--- src/rtl/wb_bot_pkg.sv ---
// wb_bot_pkg: register map constants, ID word and FSM state type for wb_bot_regbank
package wb_bot_pkg;

    localparam int OFS_INFO     = 'h0;
    localparam int OFS_CTRL     = 'h4;
    localparam int OFS_STATUS   = 'h8;
    localparam int OFS_INT_EN   = 'h0;
    localparam int OFS_INT_PEND = 'h4;
    localparam int OFS_ID       = 'h8;

    localparam logic [15:0] ID_MAGIC = 16'hB07A;
    localparam logic [7:0]  ID_REV   = 8'h02;

    localparam int ST_PEND = 0;
    localparam int ST_OVR  = 1;

    typedef enum logic {S_IDLE, S_RESP} wb_state_t;

    function automatic logic [31:0] id_word(input int nbots);
        return {ID_MAGIC, 8'(nbots), ID_REV};
    endfunction

endpackage

--- src/rtl/bot_chan_regs.sv ---
// bot_chan_regs: one channel's INFO snapshot, CTRL register and sticky PEND/OVR status
module bot_chan_regs
    import wb_bot_pkg::*;
#(
    parameter logic [7:0] CTRL_RST = 8'h00
) (
    input  logic        clk,
    input  logic        rstn,
    input  logic        upd,
    input  logic [31:0] info_in,
    input  logic        ctrl_we,
    input  logic [7:0]  ctrl_wdata,
    input  logic        clr_pend,
    input  logic        clr_ovr,
    output logic [31:0] info,
    output logic [7:0]  ctrl,
    output logic [1:0]  status
);

    logic pend;
    logic ovr;

    // an update always wins over a same-cycle clear, and never counts as an overrun then
    always_ff @(posedge clk or negedge rstn) begin
        if (!rstn) begin
            info <= '0;
            ctrl <= CTRL_RST;
            pend <= 1'b0;
            ovr  <= 1'b0;
        end else begin
            if (upd)
                info <= info_in;
            if (ctrl_we)
                ctrl <= ctrl_wdata;
            pend <= upd | (pend & ~clr_pend);
            ovr  <= (upd & pend & ~clr_pend) | (ovr & ~clr_ovr);
        end
    end

    always_comb begin
        status          = '0;
        status[ST_PEND] = pend;
        status[ST_OVR]  = ovr;
    end

endmodule

--- src/rtl/wb_bot_regbank.sv ---
// wb_bot_regbank: Wishbone slave exposing NUM_BOTS bot channels plus global interrupt registers
module wb_bot_regbank
    import wb_bot_pkg::*;
#(
    parameter int                NUM_BOTS    = 2,
    parameter int                ADDR_W      = 12,
    parameter logic [ADDR_W-1:0] BOT_STRIDE  = 'h20,
    parameter logic [ADDR_W-1:0] GLOBAL_BASE = 'h100,
    parameter logic [7:0]        CTRL_RST    = 8'h00
) (
    input  logic                  clk,
    input  logic                  rstn,
    input  logic [ADDR_W-1:0]     wb_adr_i,
    input  logic [31:0]           wb_dat_i,
    input  logic [3:0]            wb_sel_i,
    input  logic                  wb_we_i,
    input  logic                  wb_cyc_i,
    input  logic                  wb_stb_i,
    output logic [31:0]           wb_dat_o,
    output logic                  wb_ack_o,
    output logic                  wb_err_o,
    input  logic [NUM_BOTS*32-1:0] bot_info_i,
    input  logic [NUM_BOTS-1:0]   bot_upd_i,
    output logic [NUM_BOTS*8-1:0] bot_ctrl_o,
    output logic                  irq_o
);

    localparam int SH = $clog2(BOT_STRIDE);

    wb_state_t state;
    wb_state_t state_nxt;

    logic [ADDR_W-1:0] adr;
    logic [ADDR_W-1:0] ofs;
    logic [ADDR_W-1:0] gofs;
    logic [ADDR_W-1:0] chan;
    logic accept;
    logic wr;
    logic in_glob;
    logic glob_hit;
    logic chan_hit;
    logic hit;
    logic [NUM_BOTS-1:0] chan_sel;
    logic [NUM_BOTS-1:0] int_en;
    logic [NUM_BOTS-1:0] pend;
    logic [NUM_BOTS-1:0] ctrl_we;
    logic [NUM_BOTS-1:0] clr_pend;
    logic [NUM_BOTS-1:0] clr_ovr;
    logic [31:0] info [NUM_BOTS];
    logic [7:0]  ctrl [NUM_BOTS];
    logic [1:0]  status [NUM_BOTS];
    logic [31:0] rd_data;
    logic unused_bits;

    assign unused_bits = ^{wb_adr_i[1:0], wb_dat_i[31:8], wb_sel_i[3:1]};

    // offsets 0/4/8 are contiguous, so a word-aligned offset <= 8 is a mapped slot
    assign adr      = {wb_adr_i[ADDR_W-1:2], 2'b00};
    assign ofs      = adr & (BOT_STRIDE - ADDR_W'(1));
    assign chan     = adr >> SH;
    assign gofs     = adr - GLOBAL_BASE;
    assign in_glob  = adr >= GLOBAL_BASE;
    assign glob_hit = in_glob && gofs <= ADDR_W'(OFS_ID);
    assign chan_hit = !in_glob && chan < ADDR_W'(NUM_BOTS) && ofs <= ADDR_W'(OFS_STATUS);
    assign hit      = glob_hit | chan_hit;

    assign accept = wb_cyc_i & wb_stb_i & (state == S_IDLE);
    assign wr     = accept & wb_we_i;

    for (genvar i = 0; i < NUM_BOTS; i++) begin : g_chan
        assign chan_sel[i] = chan_hit && chan == ADDR_W'(i);
        assign ctrl_we[i]  = wr & chan_sel[i] & (ofs == ADDR_W'(OFS_CTRL)) & wb_sel_i[0];
        assign clr_pend[i] = wr & chan_sel[i] & (ofs == ADDR_W'(OFS_STATUS)) & wb_sel_i[0] & wb_dat_i[ST_PEND];
        assign clr_ovr[i]  = wr & chan_sel[i] & (ofs == ADDR_W'(OFS_STATUS)) & wb_sel_i[0] & wb_dat_i[ST_OVR];
        bot_chan_regs #(
            .CTRL_RST(CTRL_RST)
        ) u_chan (
            .clk       (clk),
            .rstn      (rstn),
            .upd       (bot_upd_i[i]),
            .info_in   (bot_info_i[32*i +: 32]),
            .ctrl_we   (ctrl_we[i]),
            .ctrl_wdata(wb_dat_i[7:0]),
            .clr_pend  (clr_pend[i]),
            .clr_ovr   (clr_ovr[i]),
            .info      (info[i]),
            .ctrl      (ctrl[i]),
            .status    (status[i])
        );
        assign pend[i]              = status[i][ST_PEND];
        assign bot_ctrl_o[8*i +: 8] = ctrl[i];
    end

    always_comb begin
        rd_data = '0;
        for (int k = 0; k < NUM_BOTS; k++)
            if (chan_sel[k])
                rd_data = ofs == ADDR_W'(OFS_INFO) ? info[k] :
                          ofs == ADDR_W'(OFS_CTRL) ? 32'(ctrl[k]) : 32'(status[k]);
        if (glob_hit)
            rd_data = gofs == ADDR_W'(OFS_INT_EN)   ? 32'(int_en) :
                      gofs == ADDR_W'(OFS_INT_PEND) ? 32'(pend) : id_word(NUM_BOTS);
    end

    always_comb begin
        state_nxt = accept ? S_RESP : S_IDLE;
    end

    always_ff @(posedge clk or negedge rstn) begin
        if (!rstn) begin
            state    <= S_IDLE;
            wb_ack_o <= 1'b0;
            wb_err_o <= 1'b0;
            wb_dat_o <= '0;
            int_en   <= '0;
            irq_o    <= 1'b0;
        end else begin
            state    <= state_nxt;
            wb_ack_o <= accept & hit;
            wb_err_o <= accept & ~hit;
            wb_dat_o <= (accept & hit & ~wb_we_i) ? rd_data : '0;
            if (wr & glob_hit & (gofs == ADDR_W'(OFS_INT_EN)) & wb_sel_i[0])
                int_en <= wb_dat_i[NUM_BOTS-1:0];
            irq_o    <= |(pend & int_en);
        end
    end

endmodule

--- config.mk ---
export PLATFORM = sky130hd
export DESIGN_NAME = wb_bot_regbank
export DESIGN_NICKNAME = d
export VERILOG_FILES = /design/src/rtl/wb_bot_pkg.sv /design/src/rtl/bot_chan_regs.sv /design/src/rtl/wb_bot_regbank.sv
export SDC_FILE = /design/constraint.sdc
export NUM_CORES = 1
export LEC_CHECK = 0
export ABC_AREA = 1
export CAP_MARGIN = 20
export CORE_MARGIN = 2
export CORE_UTILIZATION = 40
export DETAILED_ROUTE_END_ITERATION = 8
export PLACE_DENSITY_LB_ADDON = 0.3
export SLEW_MARGIN = 30
export SYNTH_ARGS = -nofsm -noshare
export SYNTH_HDL_FRONTEND = slang
export SYNTH_HIERARCHICAL = 1
export SYNTH_SLANG_ARGS = --single-unit
export TNS_END_PERCENT = 20
--- constraint.sdc ---
create_clock -name clk -period 1.7 [get_ports clk]
set_clock_uncertainty 0.2 [all_clocks]
set_input_delay 0.34 -clock clk [delete_from_list [all_inputs] [get_ports clk]]
set_output_delay 0.34 -clock clk [all_outputs]
set_load 0.02 [all_outputs]
Word level (Yosys, flattened, before mapping)
Cells that the tools add are included.
Word-level totals
  memory bits (writable): 0
  bits in latches: 0
  flip-flop bits (word level): 122
  memories kept: 0
  ROM bits: 0
Operators by class
  shift-type cells: 0
  muxes and demuxes: 11
  $mul: 0
  $add $sub $neg: 1
  $lt $le $gt $ge: 4
  div/mod/pow operators: 0
  reductions and logical operators: 10
  equal/unequal tests: 4
  bitwise operators: 44
Operators with widths (number)
  32-bit two-way mux: 8
  12-bit logical NOT: 3
  1-bit bitwise AND: 31
  8-bit two-way mux: 2
  12-bit by 3-bit equality test with 1-bit output, second input constant: 1
  12-bit by 9-bit >= comparator with 1-bit output, second input constant: 1
  12-bit by 4-bit <= comparator with 1-bit output, second input constant: 1
  12-bit by 9-bit subtractor with 12-bit output, second input constant: 1
  7-bit by 1-bit equality test with 1-bit output, second input constant: 1
  7-bit by 2-bit < comparator with 1-bit output, second input constant: 1
  1-bit inverter: 7
  5-bit by 4-bit <= comparator with 1-bit output, second input constant: 1
  1-bit logical AND: 5
  1-bit bitwise OR: 5
  3-bit by 1-bit equality test with 1-bit output, second input constant: 1
  3-bit by 2-bit equality test with 1-bit output, second input constant: 1
  2-bit bitwise AND: 1
  2-bit OR reduction: 1
  1-bit logical NOT: 1
  1-bit two-way mux: 1

Longest topological paths before layout
Gate-level depths: netlist of the first run.
  depth after elaboration: 12
  depth in mapped cells: 11
  gate-level depth less buffers: 10

Hierarchy
Netlist of the first run, hierarchy kept.
Modules (own cells, without submodules)
  bot_chan_regs: instances 2, sequential area each 1051.0 sq um, cells each 180, area an instance 1705.4 sq um
  wb_bot_regbank: instances 1, sequential area each 950.9 sq um, cells each 335, area an instance 2367.3 sq um

Worst setup path before layout of the first run
OpenSTA, ideal clock, no wires.
  path kind: input -> register
  from: input port wb_adr_i[7]
  to: register g_chan[0].u_chan.ctrl[5]
  stages on the path: 8
  data required time: 1.373 ns
  arrival: 1.748 ns
  buffers on the path: 2
  library setup time: 0.127 ns
  setup slack: -0.375 ns
  cell sequence: nor2_2 -> nand3_4 -> nor2_4 -> nand2_2 -> buf_2 -> nor4_1 -> buf_4 -> o21ai_0
On the way
  cells in the longest elaborated chain, start to end: 8
  elaborated cells between the ends (all ways): 10
  those cells by class: 2 x order compare; 3 x bitwise; 5 x reduce/logical
RTL lines
  start: declaration: line wb_bot_regbank.sv:13  | input logic [ADDR_W-1:0] wb_adr_i,
  12-bit by 9-bit >= comparator with 1-bit output: line wb_bot_regbank.sv:62  | assign in_glob = adr >= GLOBAL_BASE;
  1-bit logical NOT: line wb_bot_regbank.sv:64  | assign chan_hit = !in_glob && chan < ADDR_W'(NUM_BOTS) && ofs <= ADDR_W'(OFS_STATUS);
  1-bit logical AND (2 in a row): line wb_bot_regbank.sv:64
  1-bit logical AND (*): line wb_bot_regbank.sv:71  | assign chan_sel[i] = chan_hit && chan == ADDR_W'(i);
  1-bit bitwise AND (*) (3 in a row): line wb_bot_regbank.sv:72  | assign ctrl_we[i] = wr & chan_sel[i] & (ofs == ADDR_W'(OFS_CTRL)) & wb_sel_i[0];
  named net ctrl_we[0]: line wb_bot_regbank.sv:46  | logic [NUM_BOTS-1:0] ctrl_we;
  end signal: assignment: line bot_chan_regs.sv:34  | ctrl <= ctrl_wdata;
  end: declaration: line bot_chan_regs.sv:16  | output logic [7:0] ctrl,
The timed path passes the listed nets; every way through them passes the cells marked *.
A chain may end at the register's enable or synchronous reset.

Worst setup path in the final report of the first run
  from: register wb_dat_o[22]
  to: output port wb_dat_o[22]
RTL lines
  start: declaration: line wb_bot_regbank.sv:19  | output logic [31:0] wb_dat_o,
  start signal: assignment: line wb_bot_regbank.sv:121  | wb_dat_o <= (accept & hit & ~wb_we_i) ? rd_data : '0;
No word-level cell between the ends.

==> results of run 1 <==
[cells by family (layout without fill, tap and decap cells)]
kind of cell	Yosys count	count (layout)	synth area share, %
DFF	122	122	52.8
AOI/OAI and AO/OA	57	57	5.91
and+or+nand+nor	436	436	32.4
buffers and inverters	80	278	8.84
[sequential cells by signal (all words and copies together), names as in the netlist, 2 cells and up]
| name | flops |
|---|---|
| g_chan.u_chan/info | 64 |
| wb_dat_o | 32 |
| g_chan.u_chan/ctrl | 16 |
| g_chan.u_chan/ovr | 2 |
| g_chan.u_chan/pend | 2 |
| int_en | 2 |
[layout make-up]
type | count | area [µm²]
Clock buffer | 24 | 502
Clock inverter | 7 | 88.8
Fill cell | 1259 | 5660
Inverter | 47 | 191
Multi-Input combinational cell | 493 | 2310
Sequential cell | 122 | 3050
Tap cell | 180 | 225
Timing Repair Buffer | 200 | 1960
[routing by layer]
layer / vias up / share of wire, %
met5: - / 0
met4: 0 / 1.5
met3: 21 / 5.2
met2: 145 / 49
met1: 2377 / 45
li1: 2508 / -
[worst min-delay path: stages]
cell     delay [ns]
buf_2          0.19
nand2_1        0.09
nand2_1        0.05
[per-stage QoR]
stage	area, µm²	hold slack [ns]	utilization, %	setup slack, ns	setup TNS [ns]
6_report	8330	0.0938	59.5	0.0300	0
5_1_grt	8330	0.104	59.5	-0.00464	-0.00464
4_1_cts	8260	0.0717	59.0	0.00000311	0
3_5_place_dp	7610	0.0312	54.4	-0.672	-30.20
3_3_place_gp	7610	0.0276	54.4	-0.582	-28.19
2_1_floorplan	5830	-0.156	-	-0.160	-2.03
[report_power, final]
part / switching (mW) / internal, mW / leakage, nW
Combinational: 0.358 / 0.350 / 2.46
Clock: 1.23 / 2.33 / 0.296
Sequential: 0.0800 / 3.05 / 1.48
[worst max-delay path by stage]
| stage | end | slack (ns) | depth (start not counted) |
|---|---|---|---|
| 3_5_place_dp | wb_dat_o[8] | -0.67 | 7 |
| 6_report | wb_dat_o[22] | 0.03 | 1 |
| 3_3_place_gp | wb_dat_o[27] | -0.58 | 7 |
| 5_1_grt | bot_ctrl_o[2] | -0.005 | 1 |
| 2_1_floorplan | g_chan[1].u_chan/ctrl[0] | -0.16 | 9 |
| 4_1_cts | bot_ctrl_o[15] | 0.000003 | 1 |
[layout by cell type (no fill, tap or decap), drive strengths merged, types with 3 or more instances in the layout]
cell type and count:
a21oi 15, a22o 12, buf 60, clkbuf 32, clkdlybuf4s15 14, clkdlybuf4s50 74, clkinv 5, dfrtp 122
dlygate4sd2 40, inv 47, nand2 359, nand3 21, nor2 45, nor3 3, o21ai 30, or2 3
[timing repair]
action,in CTS,in global routing
hold buffers,1,0
endpoints found under the setup margin,103,26
gates cloned,1,1
pin swaps,8,11
gates resized for setup,76,33
buffers inserted,6,4
hold endpoints to repair,122,0
==> flow_summary_export.csv, run 1 <==
group,metric,value,unit
timing,worstMarginPinSlew,0.412,ns
floorplan,num_rows,43,
power_and_ir_drop,vdd_drop_max,0.000711,V
synth,yosysMostFrequentCell,"nand2_1",
worst_setup_path,slowest_delay,0.39,ns
run,cap_violations,0,
power_and_ir_drop,p_leak,4.24,nW
grt,top_usage_layer,"met2",
clocking,clk_pin_slew,0.05,ns
grt,antenna_found_initial,0,
timing,setup_viol,0,
synth,syn_inst,695,
detailed_routing,drt_iter0_markers,266,
placed_design,hpwl,11000,µm
outcome,status,"complete, no violations",
worst_setup_path,r2r-start,"state",
synth,ys_seq_area_share,52.8,%
grt,use_met1,28.0,%
synth,yosys_warnings,6,
worst_setup_path,reg2reg_to,"g_chan[1].u_chan/ctrl[0]",
synth,synthesis.area,5780,µm²
timing,fmax,599,MHz
synth,synth.distinct_cells,32,
worst_setup_path,worstSetupPathType,"flop to output pin",
clocking,cts_tree,"done",
timing,hold_viol,0,
detailed_routing,ant_nets,0,
finish,nNetsFinal,1000,
worst_setup_path,startpoint,"wb_dat_o[22]",
grt,groute.layer.met3.usage,3.98,%
synth,synth_edf_count,0,
worst_setup_path,cp-start-kind,"flop",
floorplan,die-area,15400,µm²
worst_setup_path,crit_family,"flip-flops",
grt,met2_usage,35.1,%
clocking,cts_sinks,122,
detailed_routing,firstDrtPassIters,4,
min_path,whs_path_depth,3,
worst_setup_path,end_kind,"output pin",
grt,grt_pass1_wl,24500,µm
worst_setup_path,cp.required,1.16,ns
synth,synth_common_cells,"nand2_1 (319), dfrtp_1 (122), nand2_2 (39)",
synth,synth_area_leader_cell,"dfrtp_1",
floorplan,fp.dieH,124,µm
finish,antenna_cells,0,
worst_setup_path,crit_chain,"dlygate4sd2_1",
clocking,numCtsBuffers,17,
timing,finalMaxSlewViolations,0,
timing,timing.slew.headroom,72.5,%
worst_setup_path,r2r_slack,0.14,ns
worst_setup_path,critPathMaxFanout,1,
grt,grtUsageTotal,21.4,%
synth,synth_top_area_share,52.8,%
synth,ys_seq_elements,122,
timing,layout_min_cycle_time,1.67,ns
min_path,min-delay-start,"bot_upd_i[1]",
worst_setup_path,crit_path_top_delay_cell,"dfrtp_1",
floorplan,fp.coreArea,14000,µm²
worst_setup_path,r2r_cells,7,
floorplan,initial_utilization,41.3,%
grt,grt_pass1_vias,4931,
grt,grt_max_degree,47,
clocking,clock_latency,0.42,ns
synth,synthTopCellsByArea,"dfrtp_1 (53%), nand2_1 (21%), nand2_2 (4.2%), inv_1 (2.5%), nor2_1 (2.3%)",
timing,fin_crit_sh,98.2,%
power_and_ir_drop,power_density,889,nW/µm²
placed_design,gp_congestion,0.821,
finish,area_growth,44.1,%
detailed_routing,via_per_inst,4.71,
synth,syn_area_per_cell,8.31,µm²
clocking,cts_root_buf,"clkbuf_16",
worst_setup_path,worst-endpoint-arrival,1.13,ns
placed_design,place_inst,1030,
finish,instances_no_fill,1073,
placed_design,port_buffers,140,
detailed_routing,num_vias,5051,
worst_setup_path,cp.buffers_inverters,1,
power_and_ir_drop,fin_total_pwr,7.40,mW
synth,async_reset_ff_share,100,%
detailed_routing,wirelength,15800,µm
floorplan,pin_count,170,
grt,overflow,0,
clocking,clk_path_buf_depth,2,
finish,drive_gt1_share,19.6,%
detailed_routing,post_drt_wl_per_cell,14.7,µm
min_path,hp-class,"input port to flop",
floorplan,die_w,124,µm
synth,synth_flop_cell,"dfrtp_1",
synth,syn-num-nets,814,
detailed_routing,drcViolationCount,0,
clocking,cts_max_level,4,
min_path,min_to,"g_chan[1].u_chan/info[0]",
No activity file was read; power rests on OpenSTA's default activity.
==> inputs of run 2 (changes only) <==
CORE_ASPECT_RATIO = 0.6   (was not set)
RECOVER_POWER = 100   (was not set)
==> run 2 against run 1 <==
Net effect:
- sequential share of layout area grew 0.83 points
- first-iteration DRC count grew 16%
- worst setup slack lost 0.0093 ns
- power shrank 3.0%
==> flow_summary_export.csv, run 2 (synthesis gave the netlist of run 1 again) <==
group,metric,value,unit
grt,grt_pass1_wl,25800,µm
power_and_ir_drop,switching_share,25.0,%
floorplan,die-area,15500,µm²
finish,final_cell_mix,"nand2_1 (328), dfrtp_1 (122), clkdlybuf4s50_1 (76)",
worst_setup_path,slowest_delay,0.40,ns
grt,antenna_found_initial,1,
worst_setup_path,cp.required,1.16,ns
detailed_routing,firstDrtPassIters,4,
finish,num-fill-cells,1265,
timing,worstMarginPinSlew,0.821,ns
finish,top_register,"g_chan.u_chan/info",
timing,finalMaxSlewViolations,0,
timing,setup_viol,0,
timing,fmax,595,MHz
finish,final_common_cell,"nand2_1",
placed_design,gp_congestion,0.864,
power_and_ir_drop,p_leak,4.10,nW
placed_design,port_buffers,140,
detailed_routing,via_per_inst,4.60,
worst_setup_path,worst-endpoint-arrival,1.14,ns
power_and_ir_drop,clockPowerShare,46.9,%
clocking,clk_pin_slew,0.06,ns
clocking,clock_latency,0.41,ns
placed_design,place_inst,1039,
worst_setup_path,end_kind,"output pin",
placed_design,dpl_cell_area,7590,µm²
finish,biggestRegsByFlops,"g_chan.u_chan/info (64), wb_dat_o (32), g_chan.u_chan/ctrl (16)",
worst_setup_path,cp.buffers_inverters,1,
clocking,clk_path_buf_depth,2,
finish,drive_gt1_share,16.9,%
floorplan,num_rows,33,
power_and_ir_drop,power_switching,1.79,mW
grt,overflow,0,
detailed_routing,wirelength,15700,µm
grt,grt_max_degree,43,
worst_setup_path,crit_path_top_delay_cell,"dfrtp_1",
detailed_routing,drcViolationCount,0,
worst_setup_path,critPathMaxFanout,1,
finish,finalInstanceArea,8140,µm²
power_and_ir_drop,p_int,5.39,mW
power_and_ir_drop,combPwrFrac,9.5,%
timing,setup_slack,0.0207,ns
grt,grt_pass1_vias,4958,
floorplan,initial_utilization,41.6,%
power_and_ir_drop,seqPwrFrac,43.6,%
grt,grtUsageTotal,21.2,%
clocking,cts_max_level,4,
floorplan,fp.coreArea,13900,µm²
finish,area_growth,40.9,%
clocking,cts_tree,"done",
worst_setup_path,crit_family,"flip-flops",
worst_setup_path,cp-start-kind,"flop",
timing,layout_min_cycle_time,1.68,ns
detailed_routing,num_vias,4962,
placed_design,hpwl,11400,µm
worst_setup_path,crit_chain,"dlygate4sd2_1",
timing,hold_viol,0,
floorplan,pin_count,170,
timing,fin_crit_sh,98.8,%
min_path,hp-class,"input port to flop",
floorplan,fp.dieH,97.1,µm
clocking,numCtsBuffers,17,
floorplan,die_w,159,µm
detailed_routing,ant_nets,0,
finish,instances_no_fill,1079,
outcome,status,"complete, no violations",
worst_setup_path,worstSetupPathType,"flop to output pin",
power_and_ir_drop,power_density,882,nW/µm²
detailed_routing,post_drt_wl_per_cell,14.6,µm
power_and_ir_drop,vdd_drop_max,0.000426,V
clocking,cts_sinks,122,
detailed_routing,drt_iter0_markers,309,
clocking,cts_root_buf,"clkbuf_16",
finish,nNetsFinal,993,
run,cap_violations,0,
finish,largest_reg_flops,64,
timing,timing.slew.headroom,45.2,%
placed_design,pre_cts_slack,-0.671,ns
==> run 2: cell count changes in the layout (fill, tap and decap cells not counted), sizes merged <==
| cell | delta |
|---|---|
| buf | -12 |
| bufbuf | -1 |
| bufinv | -1 |
| clkdlybuf4s15 | +4 |
| clkdlybuf4s50 | +2 |
| clkinv | +4 |
| clkinvlp | +2 |
| diode | +1 |
| dlygate4sd2 | -6 |
| dlymetal6s2s | -1 |
| inv | +2 |
==> run 2: worst paths after layout <==
check                                          from                   endpoint  slack (ns)  depth (start not counted)
min in group asynchronous                      rstn                      irq_o        0.36                          2
setup reg to reg                              state   g_chan[1].u_chan/ctrl[5]        0.19                          8
hold reg to reg            g_chan[0].u_chan/info[1]   g_chan[0].u_chan/info[1]        0.27                          2
hold / removal                         bot_upd_i[1]  g_chan[1].u_chan/info[26]        0.19                          3
max in group asynchronous                      rstn  g_chan[1].u_chan/info[30]        0.20                          3
setup / recovery                        wb_dat_o[1]                wb_dat_o[1]        0.02                          1
==> run 2: per-layer routing <==
layer  wire (µm)  vias up  global-route usage, %
li1            -     2505                      -
met1        8120     2289                   32.0
met2        6310      156                   30.0
met3        1180       12                   5.98
met4         111        0                   4.97
met5           0        -                      0
==> run 2: final cells by class <==
type                       instances  area [µm²]  share of cell area (%)
sequential                       122        3050                    37.5
clock inverter                    14         126                    1.55
timing repair buffer             193        1830                    22.5
clock buffer                      17         425                    5.23
antenna                            1        2.50                  0.0307
inverter                          47         194                    2.38
tap                              192         240                    2.95
multi-input combinational        493        2270                    27.9
==> run 2: timing repair <==
action / 4_1_cts / 5_1_grt
pin swaps: 8 / 13
setup endpoints to repair: 105 / 69
hold buffers: 1 / 0
gates cloned: 0 / 1
hold endpoints to repair: 24 / 0
resized for setup: 69 / 46
setup buffers: 3 / 3
==> run 2: worst min-delay path, cell delays in order <==
cell and delay [ns]:
clkbuf_1 0.24, nand2_1 0.14, nand2_2 0.04
==> run 2: power by group through the flow <==
stage	clock network [mW]	registers (mW)	logic [mW]
finish	3.37	3.13	0.684
global route	3.54	3.14	0.766
CTS	3.40	3.13	0.695
detailed placement	0	3.18	0.694
global placement	0	3.18	0.688
floorplan	0	3.16	0.319
==> run 2: per-stage QoR <==
stage	TNS [ns]	hold slack [ns]	util (%)	power, mW
floorplan	-2.03	-0.156	-	3.48
global placement	-29.05	0.0979	54.7	3.86
detailed placement	-30.28	0.103	54.7	3.87
CTS	-0.0221	0.0797	58.6	7.22
global route	-0.0152	0.229	58.7	7.45
finish	0	0.191	58.7	7.18
